**config.mk**
```make
export PLATFORM = sky130hd
export DESIGN_NAME = instr_mem_sync
export DESIGN_NICKNAME = d
export VERILOG_FILES = /design/src/rtl/instr_mem_sync.sv
export SDC_FILE = /design/constraint.sdc
export NUM_CORES = 2
export LEC_CHECK = 0
export ABC_CLOCK_PERIOD_IN_PS = 3780
export CAP_MARGIN = 20
export CORE_MARGIN = 1.5
export CORE_UTILIZATION = 47
export CTS_CLUSTER_SIZE = 20
export DETAILED_ROUTE_END_ITERATION = 8
export GPL_TIMING_DRIVEN = 0
export PLACE_DENSITY = 0.71
export SYNTH_ARGS = -nofsm -noshare
export SYNTH_HDL_FRONTEND = slang
export SYNTH_SLANG_ARGS = --single-unit
```
**constraint.sdc**
```tcl
create_clock -name clk -period 3.78 [get_ports clk]
set_clock_uncertainty 0.15 [all_clocks]
set_input_delay 0.378 -clock clk [delete_from_list [all_inputs] [get_ports clk]]
set_output_delay 0.378 -clock clk [all_outputs]
set_load 0.01 [all_outputs]
```
**src/rtl/instr_mem_sync.sv**
```systemverilog
// ---------------------------------------------------------------------------
// instr_mem_sync
//   Synchronous-read instruction memory for the pipelined MIPS core. The
//   registered read port is also the IF/ID instruction register. A load port
//   fed by the UART bootloader writes the program through an auto-incrementing
//   pointer while the block sits in LOAD mode.
//
// Ports
//   clk            rising-edge clock
//   reset          asynchronous, active-high reset
//   fetch_en       fetch request this cycle
//   stall          hold current fetch outputs (IF/ID stall)
//   flush          squash fetch outputs (branch/jump/exception)
//   addr           byte address of the fetch (PC)
//   instruction    registered instruction word
//   inst_valid     instruction holds a real fetched word
//   addr_fault     current output came from a misaligned/out-of-range address
//   load_start     enter LOAD mode and restart the load session
//   load_we        write load_data at the pointer, then advance the pointer
//   load_data      program word
//   load_end       leave LOAD mode
//   loading        high while in LOAD
//   load_count     words accepted this session (saturates at DEPTH)
//   load_overflow  sticky: a write was dropped because the memory was full
// ---------------------------------------------------------------------------
module instr_mem_sync #(
    parameter int                 DATA_W     = 32,
    parameter int                 DEPTH_LOG2 = 7,
    parameter logic [DATA_W-1:0]  NOP_WORD   = '0,
    parameter bit                 IGNORE_MSB = 1'b1
) (
    input  logic                  clk,
    input  logic                  reset,
    input  logic                  fetch_en,
    input  logic                  stall,
    input  logic                  flush,
    input  logic [31:0]           addr,
    output logic [DATA_W-1:0]     instruction,
    output logic                  inst_valid,
    output logic                  addr_fault,
    input  logic                  load_start,
    input  logic                  load_we,
    input  logic [DATA_W-1:0]     load_data,
    input  logic                  load_end,
    output logic                  loading,
    output logic [DEPTH_LOG2:0]   load_count,
    output logic                  load_overflow
);

    localparam int DEPTH = 1 << DEPTH_LOG2;

    // Address bits that must be zero for an in-range fetch: everything above
    // the word index, optionally leaving out the supervisor bit.
    localparam logic [31:0] RANGE_MASK =
        (32'hFFFF_FFFF << (DEPTH_LOG2 + 2)) & (32'hFFFF_FFFF >> IGNORE_MSB);

    typedef enum logic {
        RUN  = 1'b0,
        LOAD = 1'b1
    } state_t;

    state_t state;
    state_t state_next;

    logic [DATA_W-1:0] mem [DEPTH];

    logic mem_full;
    logic wr_en;
    logic bad_addr;
    logic force_nop;

    // ---- control: mode FSM and write qualification ----
    always_comb begin
        state_next = state;
        case (state)
            RUN:  if (load_start) state_next = LOAD;
            LOAD: if (load_start) state_next = LOAD;
                  else if (load_end) state_next = RUN;
            default: state_next = RUN;
        endcase
    end

    // The count MSB is set only when the count has reached DEPTH.
    assign mem_full  = load_count[DEPTH_LOG2];
    // A restart in the same cycle discards the write.
    assign wr_en     = (state == LOAD) && load_we && !load_start && !mem_full;
    assign bad_addr  = (|addr[1:0]) || (|(addr & RANGE_MASK));
    // Entering LOAD already blanks the outputs so they stay NOP for the whole
    // time loading is high.
    assign force_nop = (state == LOAD) || load_start;

    always_ff @(posedge clk or posedge reset) begin
        if (reset) begin
            state         <= RUN;
            loading       <= 1'b0;
            load_count    <= '0;
            load_overflow <= 1'b0;
        end else begin
            state   <= state_next;
            loading <= (state_next == LOAD);
            if (load_start) begin
                load_count    <= '0;
                load_overflow <= 1'b0;
            end else if ((state == LOAD) && load_we) begin
                if (mem_full) load_overflow <= 1'b1;
                else          load_count    <= load_count + 1'b1;
            end
        end
    end

    // ---- storage: not reset, contents survive reset ----
    always_ff @(posedge clk) begin
        if (wr_en) mem[load_count[DEPTH_LOG2-1:0]] <= load_data;
    end

    // ---- fetch register (IF/ID) ----
    always_ff @(posedge clk or posedge reset) begin
        if (reset) begin
            instruction <= NOP_WORD;
            inst_valid  <= 1'b0;
            addr_fault  <= 1'b0;
        end else if (force_nop || flush) begin
            instruction <= NOP_WORD;
            inst_valid  <= 1'b0;
            addr_fault  <= 1'b0;
        end else if (stall) begin
            instruction <= instruction;
            inst_valid  <= inst_valid;
            addr_fault  <= addr_fault;
        end else if (fetch_en) begin
            if (bad_addr) begin
                instruction <= NOP_WORD;
                inst_valid  <= 1'b0;
                addr_fault  <= 1'b1;
            end else begin
                instruction <= mem[addr[DEPTH_LOG2+1:2]];
                inst_valid  <= 1'b1;
                addr_fault  <= 1'b0;
            end
        end else begin
            inst_valid <= 1'b0;
        end
    end

endmodule

```
==> run summary <==
TritonCTS built the clock tree. The net count of the mapped netlist is 6932. Setup repair after global routing could not meet its margin everywhere. Entering global routing, the biggest net connects 113 pins. Summing all placed instances gives a cell area of 169000 µm².

The run gives 4 as the worst-case clock buffer depth. In this run, the number of DRC markers left after iteration 0 of detailed routing was 13975. The finished cells cover 184000 µm². The register area share after synthesis is 78.7%, and the power density over the cells is 521 nW/µm². The tightest min-delay check is of the input port to flip-flop type. Across every metal layer, demand over resource in global routing totals 26.8%. The clock period minus worst slack is 4.15 ns.

Detailed placement ended at an HPWL of 304000 µm. The H-tree was split into 5 levels. For this run, asynchronously set or reset flops after synthesis account for 1.06%.

For this run, the number of standard cells in the final layout without fillers is 12464. Static timing analysis puts the maximum clock frequency at 0.241 GHz. In this run, synthesis inferred 4096 flip-flops with an integrated enable. Setup violations remaining at the end of the flow were counted as 18.

Using the TritonRoute via totals, the vias-per-cell ratio works out to 6.45. The startpoint class of the critical path was an input port. The number of maximum-capacitance violations was 0; the clock latency reported for the late side of the worst-skew pair was 0.98 ns. The run gives 78901 as the via count of the first global-routing pass. In the final design database the tool counted 7719 nets. A synthesized cell averages 23.0 µm². Broken down by cell family, the worst path's largest delay share belongs to simple AND/OR/NAND/NOR gates.

The max-slew violation total from the final report is 0. Tightest slew margin relative to the limit: 15.1%. From bottom edge to top edge, the die measures 582 µm.

Once placement completed, the tool counted placed cells totaling 11530. Leading register cell type out of synthesis: sky130_fd_sc_hd__edfxtp_1. The area growth from synthesis to layout is 16.7%. Dividing the detail-routed wire length by the instance count gives 36.7 µm. The number of clock buffers added by TritonCTS is 399.

Worst path buffer plus inverter count: 4. The critical path's most frequent cell is sky130_fd_sc_hd__clkbuf_1. Once the floorplan was initialized, standard cells occupied 47.2% of the core. The total number of yosys warnings was 0; the DRC violation count after routing was 3. The netlist uses 58 different library cells.

The total number of vias is 80435, and the final clock period utilization by the worst path is 110%. For the worst hold slack after final layout, the log shows 0.0486 ns. Clock-pin slew was measured on the worst setup and hold paths at 0.06 ns.

The data required time at the worst endpoint was 4.48 ns. The worst vdd rail ir drop is 0.488 mV. The critical path's largest stage delay is 0.95 ns. The tree is rooted in a sky130_fd_sc_hd__clkbuf_16.

The number of sinks driven by the clock tree was 4140; the share of cells above drive strength 1 was 29.0%. The first global-routing pass estimated 629000 µm of wire. The number of top-level pins is 116.

At the pin with the least slew margin, the transition time is 1.27 ns. The remaining global-route overflow is 0, and the post-synthesis sequential element count is 4140. Along the worst path, the maximum fanout reaches 10.

For the final weighted congestion in routability-driven placement, the log shows 1.26. The number of nets with antenna violations after detailed routing is 0, and the worst setup margin is -0.369 ns. STA puts the critical path data arrival time at 4.85 ns.

Cells fill 55.1% of the core in the end. For this design the static power due to leakage is 57.7 nW. Traced cell by cell, the critical path runs through dlygate4sd3_1, clkdlybuf4s50_1, nor2b_1, and4_1, and3_1, clkbuf_1, clkbuf_1, a32o_1, or3_1. The run gives 334000 µm² as the standard cell core area. From left edge to right edge, the die measures 582 µm.

The number of antenna violations at the first check in global routing is 57. The count of endpoints failing hold in the final timing report is 0, and the final sum of negative setup slack is -2.33 ns. Number of buffers inserted by port buffering: 110. The filler cell count was 23911; the total power after layout was 95.8 mW. Before antenna repair, the detailed router went through 8 iterations. The category of the worst setup path capture point was a flip-flop. After technology mapping, the gate count stands at 6859.

Critical setup path kind: input port to flip-flop. The final reports fail on DRC, setup timing. For this design, the slowest cell found on the critical path is sky130_fd_sc_hd__a32o_1. The cell area that synthesis handed to floorplanning was 158000 µm². The floorplan has 212 rows. At the placement stage, the worst setup path has a slack of -1.99 ns.

The die covers 339000 µm². The routed design has 457000 µm of wire. The flow ran to the end, but the final reports show violations.
worst reg2reg max path: stages, from the launching register on:
cell	delay, ns
sky130_fd_sc_hd__dfrtp_1	0.44
sky130_fd_sc_hd__or3_1	0.57
sky130_fd_sc_hd__nor4b_4	0.52
sky130_fd_sc_hd__and3_1	0.49
sky130_fd_sc_hd__buf_1	0.26
sky130_fd_sc_hd__clkbuf_1	0.38
sky130_fd_sc_hd__a32o_1	0.91
sky130_fd_sc_hd__or3_1	0.23
where the power goes:
| part | switching [mW] | total, mW | internal, mW | leakage [nW] |
|---|---|---|---|---|
| Combinational | 3.23 | 4.82 | 1.59 | 13.9 |
| Clock | 17.3 | 40.5 | 23.3 | 6.46 |
| Sequential | 0.0168 | 50.5 | 50.4 | 37.4 |
final cells by class:
cell class                 count  area (µm²)  share of cell area (%)
antenna                       99         248                   0.135
buffer                       384        1900                    1.03
clock buffer                 461       10300                    5.62
clock inverter               272        2850                    1.55
inverter                      56         210                   0.114
multi-input combinational   2277       32700                    17.8
sequential                  4140      124000                    67.5
tap                         4387        5490                    2.98
timing repair buffer         388        6120                    3.33
metal layers:
metal	GRT usage [%]	up-vias	routed length, µm
met5	0	-	116
met4	13.0	16	25700
met3	8.10	1061	61000
met2	40.9	5953	211000
met1	35.2	42394	159000
li1	-	31011	-
timing repair:
action / CTS / global route
resized for setup: 50 / 50
buffers inserted: 62 / 2
hold buffers: 35 / 0
pin swaps: 36 / 1
setup endpoints to repair: 1535 / 297
endpoints found under the hold margin: 1458 / 0
path summary, 6_finish.rpt:
check / startpoint / endpoint / slack (ns) / depth (start not counted)
setup / recovery: stall / instruction[28] / -0.37 / 9
hold / removal: load_we / load_overflow / 0.05 / 3
setup reg to reg: state / instruction[28] / -0.21 / 7
hold reg to reg: inst_valid / inst_valid / 0.39 / 2
max in group asynchronous: reset / instruction[7] / 2.86 / 4
min in group asynchronous: reset / state / 0.11 / 3
placed cells by master (no fill, tap or decap), drive strengths merged, types with 22 or more instances in the layout:
cell | Yosys | routed
a22oi | 109 | 109
nand2 | 209 | 209
nor2 | 169 | 169
clkdlybuf4s50 | 0 | 77
edfxtp | 4096 | 4096
mux2i | 149 | 149
bufinv | 0 | 53
clkinv | 0 | 189
a31oi | 34 | 34
nor2b | 52 | 52
diode | 0 | 99
mux4 | 1049 | 1049
nand3 | 62 | 62
dfrtp | 44 | 44
o21ai | 33 | 33
o22ai | 83 | 83
dlygate4sd3 | 0 | 35
a211oi | 61 | 61
or3 | 24 | 24
o211a | 22 | 22
inv | 56 | 70
a32o | 22 | 22
a2111oi | 22 | 22
o32ai | 22 | 22
clkbuf | 186 | 649
buf | 200 | 468
Yosys cell counts (12+ instances only):
cell	count	area [µm²]
sky130_fd_sc_hd__dfrtp_1	44	1100
sky130_fd_sc_hd__nor2b_1	52	325
sky130_fd_sc_hd__a22oi_1	109	818
sky130_fd_sc_hd__nor2_1	169	634
sky130_fd_sc_hd__clkbuf_1	186	698
sky130_fd_sc_hd__buf_1	35	131
sky130_fd_sc_hd__nand2_1	209	785
sky130_fd_sc_hd__buf_4	29	218
sky130_fd_sc_hd__o211a_1	22	220
sky130_fd_sc_hd__a211oi_1	61	458
sky130_fd_sc_hd__nand3_1	62	310
sky130_fd_sc_hd__a21oi_1	13	65.1
sky130_fd_sc_hd__edfxtp_1	4096	123000
sky130_fd_sc_hd__a32o_1	22	220
sky130_fd_sc_hd__o22ai_1	83	519
sky130_fd_sc_hd__and3_1	14	87.6
sky130_fd_sc_hd__inv_1	55	206
sky130_fd_sc_hd__mux2i_1	149	1490
sky130_fd_sc_hd__a31oi_1	34	213
sky130_fd_sc_hd__mux4_2	1049	23600
sky130_fd_sc_hd__a2111oi_0	22	193
sky130_fd_sc_hd__o32ai_1	22	193
sky130_fd_sc_hd__buf_2	126	631
sky130_fd_sc_hd__mux2_2	21	236
sky130_fd_sc_hd__or3_1	24	150
sky130_fd_sc_hd__nand2b_1	12	75.1
sky130_fd_sc_hd__o21ai_0	32	160
cells by family after synthesis:
group | synth area share [%]
xor+xnor | 0.0333
simple gates | 1.66
mux | 16.1
fa+ha+maj | 0.00794
compound gates | 2.23
buf+inv | 1.27
flops | 78.7
flip-flops by register name, summed over array words and instances, names as in the netlist:
signal and cells:
addr_fault 1, load_count 8, state 1, inst_valid 1, load_overflow 1, mem 4096
instruction 32
Power figures use the tool's default switching activity.
